**src/rtl/pattern_tx_pkg.sv**
```systemverilog
// pattern_tx_pkg -- shared definitions for the pattern_tx serializer.
//   PAT_W_DEF / RPT_W_DEF : default pattern width and repeat-count width.
//   state_t / ST_*        : FSM state encoding. ST_PARITY exists only when
//                           PATTERN_TX_PARITY_EN is defined.
package pattern_tx_pkg;

  localparam int PAT_W_DEF = 8;
  localparam int RPT_W_DEF = 4;

  typedef logic [1:0] state_t;

  localparam state_t ST_IDLE   = 2'd0;
  localparam state_t ST_SHIFT  = 2'd1;
`ifdef PATTERN_TX_PARITY_EN
  localparam state_t ST_PARITY = 2'd2;
`endif
  localparam state_t ST_DONE   = 2'd3;

endpackage

```
**src/rtl/pattern_tx_shreg.sv**
```systemverilog
// pattern_tx_shreg -- parallel-load, MSB-out, shift-left register.
// Ports:
//   clk     : clock
//   rst     : synchronous active-high reset, clears the register
//   i_load  : load i_data (has priority over i_shift)
//   i_shift : shift left by one, zero fill
//   i_data  : parallel load value
//   o_msb   : current MSB (the bit being emitted)
module pattern_tx_shreg #(
  parameter int W = 8
) (
  input  logic         clk,
  input  logic         rst,
  input  logic         i_load,
  input  logic         i_shift,
  input  logic [W-1:0] i_data,
  output logic         o_msb
);

  logic [W-1:0] r_sh;

  always_ff @(posedge clk) begin
    if (rst) begin
      r_sh <= '0;
    end else if (i_load) begin
      r_sh <= i_data;
    end else if (i_shift) begin
      r_sh <= {r_sh[W-2:0], 1'b0};
    end
  end

  assign o_msb = r_sh[W-1];

endmodule

```
**src/rtl/pattern_tx.sv**
```systemverilog
// pattern_tx -- serial pattern transmitter. Sends bits PAT_W-1 down to
// PAT_W-1-len of a captured pattern, MSB first, repeat_cnt+1 times back to
// back, then pulses done for one cycle.
// Optional feature: define PATTERN_TX_PARITY_EN to append an even-parity bit
// (XOR of the pass's bits) after every pass.
// Ports:
//   clk, rst    : clock, synchronous active-high reset
//   start       : transfer request, sampled in IDLE or DONE only
//   pattern     : bits to send, MSB first
//   len         : number of bits minus 1
//   repeat_cnt  : extra passes after the first ("repeat" is a keyword)
//   dout/dvalid : serial bit and its qualifier; both 0 when not emitting
//   busy        : transfer in progress (SHIFT or PARITY)
//   done        : one-cycle pulse in DONE
//   dbg_state   : current FSM state
// Handshake: a start seen in IDLE/DONE at a rising edge is accepted on that
// edge; the first bit appears in the next cycle. While busy, start and the
// data inputs are ignored.
module pattern_tx
  import pattern_tx_pkg::*;
#(
  parameter int PAT_W = PAT_W_DEF,
  parameter int RPT_W = RPT_W_DEF
) (
  input  logic                     clk,
  input  logic                     rst,
  input  logic                     start,
  input  logic [PAT_W-1:0]         pattern,
  input  logic [$clog2(PAT_W)-1:0] len,
  input  logic [RPT_W-1:0]         repeat_cnt,
  output logic                     dout,
  output logic                     dvalid,
  output logic                     busy,
  output logic                     done,
  output logic [1:0]               dbg_state
);

  localparam int LEN_W = $clog2(PAT_W);

  state_t           r_state;
  logic [PAT_W-1:0] r_pat;
  logic [LEN_W-1:0] r_len;
  logic [LEN_W-1:0] r_bit_cnt;
  logic [RPT_W-1:0] r_pass_cnt;
`ifdef PATTERN_TX_PARITY_EN
  logic             r_par;
`endif

  logic             w_accept;
  logic             w_next_pass;
  logic             w_load;
  logic             w_shift;
  logic [PAT_W-1:0] w_load_data;
  logic             w_msb;

  assign w_accept = ((r_state == ST_IDLE) || (r_state == ST_DONE)) && start;

  // A new pass reloads the shift register from the captured pattern.
`ifdef PATTERN_TX_PARITY_EN
  assign w_next_pass = (r_state == ST_PARITY) && (r_pass_cnt != '0);
`else
  assign w_next_pass = (r_state == ST_SHIFT) && (r_bit_cnt == '0) && (r_pass_cnt != '0);
`endif

  assign w_load      = w_accept || w_next_pass;
  assign w_load_data = w_accept ? pattern : r_pat;
  assign w_shift     = (r_state == ST_SHIFT) && (r_bit_cnt != '0);

  pattern_tx_shreg #(.W(PAT_W)) u_shreg (
    .clk     (clk),
    .rst     (rst),
    .i_load  (w_load),
    .i_shift (w_shift),
    .i_data  (w_load_data),
    .o_msb   (w_msb)
  );

  always_ff @(posedge clk) begin
    if (rst) begin
      r_state    <= ST_IDLE;
      r_pat      <= '0;
      r_len      <= '0;
      r_bit_cnt  <= '0;
      r_pass_cnt <= '0;
`ifdef PATTERN_TX_PARITY_EN
      r_par      <= 1'b0;
`endif
    end else begin
      case (r_state)
        ST_IDLE, ST_DONE: begin
          if (start) begin
            r_pat      <= pattern;
            r_len      <= len;
            r_bit_cnt  <= len;
            r_pass_cnt <= repeat_cnt;
`ifdef PATTERN_TX_PARITY_EN
            r_par      <= 1'b0;
`endif
            r_state    <= ST_SHIFT;
          end else begin
            r_state <= ST_IDLE;
          end
        end
        ST_SHIFT: begin
`ifdef PATTERN_TX_PARITY_EN
          r_par <= r_par ^ w_msb;
          if (r_bit_cnt == '0) begin
            r_state <= ST_PARITY;
          end else begin
            r_bit_cnt <= r_bit_cnt - 1'b1;
          end
`else
          if (r_bit_cnt == '0) begin
            if (r_pass_cnt != '0) begin
              r_pass_cnt <= r_pass_cnt - 1'b1;
              r_bit_cnt  <= r_len;
            end else begin
              r_state <= ST_DONE;
            end
          end else begin
            r_bit_cnt <= r_bit_cnt - 1'b1;
          end
`endif
        end
`ifdef PATTERN_TX_PARITY_EN
        ST_PARITY: begin
          if (r_pass_cnt != '0) begin
            r_pass_cnt <= r_pass_cnt - 1'b1;
            r_bit_cnt  <= r_len;
            r_par      <= 1'b0;
            r_state    <= ST_SHIFT;
          end else begin
            r_state <= ST_DONE;
          end
        end
`endif
        default: r_state <= ST_IDLE;
      endcase
    end
  end

  always_comb begin
    dout   = 1'b0;
    dvalid = 1'b0;
    if (r_state == ST_SHIFT) begin
      dout   = w_msb;
      dvalid = 1'b1;
    end
`ifdef PATTERN_TX_PARITY_EN
    if (r_state == ST_PARITY) begin
      dout   = r_par;
      dvalid = 1'b1;
    end
`endif
  end

`ifdef PATTERN_TX_PARITY_EN
  assign busy = (r_state == ST_SHIFT) || (r_state == ST_PARITY);
`else
  assign busy = (r_state == ST_SHIFT);
`endif
  assign done      = (r_state == ST_DONE);
  assign dbg_state = r_state;

endmodule

```
**config.mk**
```make
export PLATFORM = sky130hd
export DESIGN_NAME = pattern_tx
export DESIGN_NICKNAME = d
export VERILOG_FILES = /design/src/rtl/pattern_tx_pkg.sv /design/src/rtl/pattern_tx_shreg.sv /design/src/rtl/pattern_tx.sv
export SDC_FILE = /design/constraint.sdc
export NUM_CORES = 1
export LEC_CHECK = 0
export ABC_AREA = 1
export ABC_CLOCK_PERIOD_IN_PS = 1900
export CAP_MARGIN = 20
export CORE_ASPECT_RATIO = 0.5
export CORE_MARGIN = 1
export CORE_UTILIZATION = 53
export DETAILED_ROUTE_END_ITERATION = 6
export PLACE_DENSITY = 0.78
export SYNTH_ARGS = -nofsm -noshare
export SYNTH_HDL_FRONTEND = slang
export SYNTH_SLANG_ARGS = --single-unit
```
**constraint.sdc**
```tcl
create_clock -name clk -period 1.9 [get_ports clk]
set_input_delay 0.38 -clock clk [delete_from_list [all_inputs] [get_ports clk]]
set_output_delay 0.38 -clock clk [all_outputs]
set_load 0.005 [all_outputs]
```
After elaboration in Yosys (flattened, before gate mapping)
Cells that the tools add are included.
{"block": "classes", "n_addsub": 2, "eq_ne": 7, "muxes": 17, "reduce_logical": 17}
{"operator": "$mux 8", "n": 3}
{"operator": "$mux 4", "n": 3}
{"operator": "$mux 3", "n": 3}
{"operator": "$pmux 4 s2", "n": 1}
{"operator": "$pmux 3 s2", "n": 1}
{"operator": "$logic_and 1x1->1", "n": 4}
{"operator": "$mux 2", "n": 2}
{"operator": "$ne 2x1->1 const B", "n": 2}
{"operator": "$ne 2x2->1 const B", "n": 2}
{"operator": "$pmux 2 s2", "n": 1}
{"operator": "$reduce_and 2->1", "n": 2}
{"operator": "$reduce_and 4->1", "n": 1}
{"operator": "$reduce_bool 2->1", "n": 2}
{"operator": "$reduce_bool 4->1", "n": 1}
{"operator": "$sub 4x1->4 const B", "n": 1}
{"operator": "$logic_not 3->1", "n": 1}
{"operator": "$mux 1", "n": 3}
{"operator": "$ne 3x2->1 const B", "n": 1}
{"operator": "$reduce_and 3->1", "n": 1}
{"operator": "$reduce_bool 3->1", "n": 1}
{"operator": "$sub 3x1->3 const B", "n": 1}
{"operator": "$eq 2x1->1 const B", "n": 1}
{"operator": "$eq 2x2->1 const B", "n": 1}
{"operator": "$logic_not 2->1", "n": 1}
{"operator": "2 further kinds", "n": 3}
{"block": "totals", "register_bits": 28, "in_bits": 18, "output_inout_bits": 6, "wordCells": 49}

Longest topological paths before layout
{"block": "logic_depth", "ltp_word": 5, "depth_mapped": 11, "depth_no_buf": 10}

Hierarchy
From an unflattened synthesis, not the netlist that was laid out.
{"block": "hier_totals", "hier_cells": 238, "hier_area_um2": 1615.3}
{"mod": "pattern_tx", "instances": 1, "cells_each": 178, "area_each_um2": 1216.2, "seq_area_each_um2": 400.4}
{"mod": "pattern_tx_shreg", "instances": 1, "cells_each": 60, "area_each_um2": 399.1, "seq_area_each_um2": 160.2}

Worst setup path before layout
OpenSTA, ideal clock, no wires.
{"block": "synth_path", "path_kind": "flip-flop to flip-flop", "startpoint": "register r_state[0], in the netlist dbg_state[0]", "endpoint": "register u_shreg.r_sh[1]", "setup_time_ns": 0.109, "t_arrival_ns": 1.401, "required_ns": 1.791, "setup_slack_ns": 0.390, "path_stages_with_launch": 10, "n_path_buf": 1, "path_cell_list": "dfxtp_1 inv_1 ha_1 nand2_1 clkbuf_1 nand4_1 nand2_1 inv_1 nand2_1 inv_1"}
{"block": "synth_between", "elab_chain_len": 5, "word_cells_on_any_way": 12, "classes_between": "eq/ne: 2; mux: 2; reduce/logical: 8"}
{"item": "start: declaration", "line": "pattern_tx.sv:40", "source": "state_t r_state;"}
{"item": "start signal: assignment", "line": "pattern_tx.sv:80", "source": "r_state <= ST_IDLE;"}
{"item": "start signal: assignment", "line": "pattern_tx.sv:99", "source": "r_state <= ST_SHIFT;"}
{"item": "start signal: assignment", "line": "pattern_tx.sv:101", "source": "r_state <= ST_IDLE;"}
{"item": "$eq 2x2->1 (tied with other cells)", "line": "pattern_tx.sv:56", "source": "assign w_accept = ((r_state == ST_IDLE) || (r_state == ST_DONE)) && start;"}
{"item": "$logic_or 1x1->1 or $logic_and 1x1->1 (tied branches)", "line": "pattern_tx.sv:56, pattern_tx.sv:62"}
{"item": "$logic_and 1x1->1 (on tied branches)", "line": "pattern_tx.sv:56, pattern_tx.sv:62"}
{"item": "$mux 8 or $logic_or 1x1->1 (tied branches)", "line": "pattern_tx.sv:66, pattern_tx.sv:65"}
{"item": "$mux 8 or $reduce_bool 2->1 (tied branches)"}
{"item": "end signal: assignment", "line": "pattern_tx_shreg.sv:26", "source": "r_sh <= i_data;"}
{"item": "end signal: assignment", "line": "pattern_tx_shreg.sv:28", "source": "r_sh <= {r_sh[W-2:0], 1'b0};"}
{"item": "end: declaration", "line": "pattern_tx_shreg.sv:20", "source": "logic [W-1:0] r_sh;"}
Parallel ways exist; a longest one is shown, timed or not.
A chain may end at the register's enable or synchronous reset.

Final worst setup path
{"block": "layout_path", "startpoint": "register r_state[1], in the netlist dbg_state[1]", "endpoint": "output port done"}
{"block": "layout_between", "elab_chain_len": 1}
{"item": "$eq 2x2->1", "line": "pattern_tx.sv:162", "source": "assign done = (r_state == ST_DONE);"}
{"item": "end: declaration", "line": "pattern_tx.sv:34", "source": "output logic done,"}
Every way passes these cells.

==> flow_summary.ini <==
[power]
cellPowerDensity_mw_per_mm2 = 1780
ir_worst_vdd_v = 0.000751
p_leak_nw = 0.932

[detailed_routing]
antenna_left = 0
via_count = 1484
avgViaCountPerCell = 5.12
drc = 0
routedWlPerCell_um = 11.6
drtPass1Iterations = 4
routed_wl_um = 3380
drt_iter0_drc = 53

[logic_synthesis]
synth-seq-cells = 28
avgSynthCellArea_um2 = 6.97
synth_fp_nets = 255
synth_cell_types = 23
syn_inst = 230
ys_seq_area_share_pct = 34.9
syn_area_mm2 = 0.00160
yosysWarningCount = 0

[sta]
worst_clock_skew_ns = 0.00275
hold_viol = 0
fin_crit_sh_pct = 93.1
drv_slew = 0
clock.fmax_ghz = 0.565
final.setup.tns_ns = 0
grt_setup_unrepaired = false
finalCriticalPeriod_ns = 1.77
whs_ns = 0.478
setup_violations = 0
tightest_slew_ns = 0.305
fin_ws_ns = 0.131
relSlewSlack_pct = 79.7

[critical_path]
critPathLaunch = dbg_state[1]$_SDFFE_PP0P_
crit_path_start_kind = flip-flop
ff2ff_setup_slack_ns = 0.17
worstPathMaxFanout = 3
rr_worst_depth = 10
worstSetupPathType = flip-flop to output pin
reg2reg_from = dbg_state[1]$_SDFFE_PP0P_
rr_endpoint = u_shreg.r_sh[1]$_SDFFE_PP0P_
arrival_ns = 1.39
worstPathRequired_ns = 1.52
end_kind = output pin
endpoint = done

[cells_and_area]
design_area_mm2 = 0.00195
final_nets = 279
diodes = 0
layout-drive-gt1-share_pct = 10.7
nFillCells = 250
final_cell_mix = nand2_1 (68), dfxtp_1 (26), inv_1 (23), nor2_1 (23), clkdlybuf4s50_1 (22)
synthToLayoutAreaGrowth_pct = 21.8
final_common_cell = nand2_1
layoutNonFillerInstCount = 290

[placed_design]
placed_area_mm2 = 0.00185
gp_congestion = 0.795
dpl.cell_count = 284
portBuffers = 23
hpwl_um = 2350
pre_cts_slack_ns = 0.127

[floorplan]
core_mm2 = 0.00273
top_level_ports = 24
die_h_um = 40.9
dieArea_mm2 = 0.00326
die_x_um = 79.8
rows = 13
start_util_pct = 58.7

[clock_network]
cts_sinks = 28
htreeDepth = 1
cts.clk_slew.worst_paths_ns = 0.10
ctsLongestPathBuffers = 2
postCtsHoldBufs = 0
cts_buffers = 3
clk_latency_ns = 0.28
cts_tree = built
root_buffer = clkbuf_8

[job]
max_cap_viol_count = 0

[global_routing]
grt_pass1_wl_um = 5160
first_global_vias = 1151
grt.total_usage_pct = 21.8
grt_overflow_total = 0
antenna_found_initial = 0
grt_max_degree = 30

[status]
status = complete, no violations

[min_path]
hold_path_class = flip-flop to flip-flop
worst min path at each step:
stage                     startpoint                    end  slack, ns  cells after the start
3_3_place_gp   r_pat[6]$_SDFFE_PP0P_  r_pat[6]$_SDFFE_PP0P_       0.46                      2
4_1_cts        r_pat[2]$_SDFFE_PP0P_  r_pat[2]$_SDFFE_PP0P_       0.48                      2
6_report       r_pat[3]$_SDFFE_PP0P_  r_pat[3]$_SDFFE_PP0P_       0.48                      2
5_1_grt        r_pat[2]$_SDFFE_PP0P_  r_pat[2]$_SDFFE_PP0P_       0.50                      2
3_5_place_dp   r_pat[2]$_SDFFE_PP0P_  r_pat[2]$_SDFFE_PP0P_       0.47                      2
2_1_floorplan  r_len[2]$_SDFFE_PP0P_  r_len[2]$_SDFFE_PP0P_       0.43                      2
power breakdown:
group | total [mW] | switching (mW) | leakage (nW) | internal, mW
Combinational | 2.04 | 1.23 | 0.664 | 0.814
Sequential | 0.952 | 0.134 | 0.232 | 0.817
Clock | 0.483 | 0.200 | 0.0357 | 0.283
synthesized netlist by cell type:
cell | count | share of area [%]
buf_4 | 3 | 1.4
nor2_1 | 23 | 5.4
inv_1 | 24 | 5.6
nand2_4 | 3 | 2.1
nor2_2 | 2 | 0.78
clkbuf_1 | 1 | 0.23
nand3_1 | 11 | 3.4
nor2_8 | 1 | 1.2
o21ai_1 | 2 | 0.62
inv_6 | 1 | 0.55
buf_6 | 3 | 2.1
inv_2 | 2 | 0.47
o211ai_1 | 8 | 3.7
nand4_1 | 7 | 2.7
ha_1 | 7 | 5.5
buf_2 | 2 | 0.62
clkinv_1 | 1 | 0.23
nand2_2 | 3 | 1.2
o21ai_0 | 10 | 3.1
dfxtp_1 | 28 | 35
a21oi_1 | 18 | 5.6
nand2_8 | 2 | 2.5
nand2_1 | 68 | 16
per-stage QoR:
| stage | util [%] | total power [mW] |
|---|---|---|
| after floorplan | - | 2.52 |
| after global placement | 67.5 | 2.85 |
| after detailed placement | 67.5 | 2.92 |
| after CTS | 70.7 | 3.43 |
| after global routing | 71.5 | 3.79 |
| final | 71.5 | 3.48 |
area by class of cell:
cell class                      count  area, µm²  share of cell area [%]
Clock buffer                        3       41.3                    2.11
Clock inverter                      1       30.0                    1.54
Inverter                           28        113                    5.76
Multi-Input combinational cell    165        876                    44.8
Sequential cell                    28        566                    28.9
Tap cell                           37       46.3                    2.37
Timing Repair Buffer               28        283                    14.5
metal layers:
layer / vias to the layer above / global-route usage [%] / wire length [µm]
met3: 5 / 6.00 / 151
met4: 0 / 7.14 / 29
met1: 663 / 27.2 / 1700
met2: 35 / 38.0 / 1490
met5: - / 0 / 0
li1: 781 / - / -
sequential cells by signal, indices dropped and copies added (netlist names):
register and count:
r_len 3, dbg_state 2, r_pat 8, r_pass_cnt 4
r_bit_cnt 3, u_shreg.r_sh 8
kinds of logic after synthesis:
group	share of synthesized area, %
and+or+nand+nor	35.3
AOI/OAI and AO/OA	13.1
buffers and inverters	11.2
DFF	34.9
adders and majority gates	5.46
timing repair:
| item | CTS | global route |
|---|---|---|
| buffers inserted | 0 | 2 |
| pin swaps | 0 | 1 |
| setup endpoints to repair | 3 | 1 |
| endpoints found under the hold margin | 0 | 0 |
| resized for setup | 4 | 4 |
worst max-delay path: stages, from the launching register on:
cell	delay, ns
dfxtp_2	0.37
buf_4	0.12
ha_1	0.13
clkdlybuf4s50_1	0.49
No activity file was read; power rests on OpenSTA's default activity.
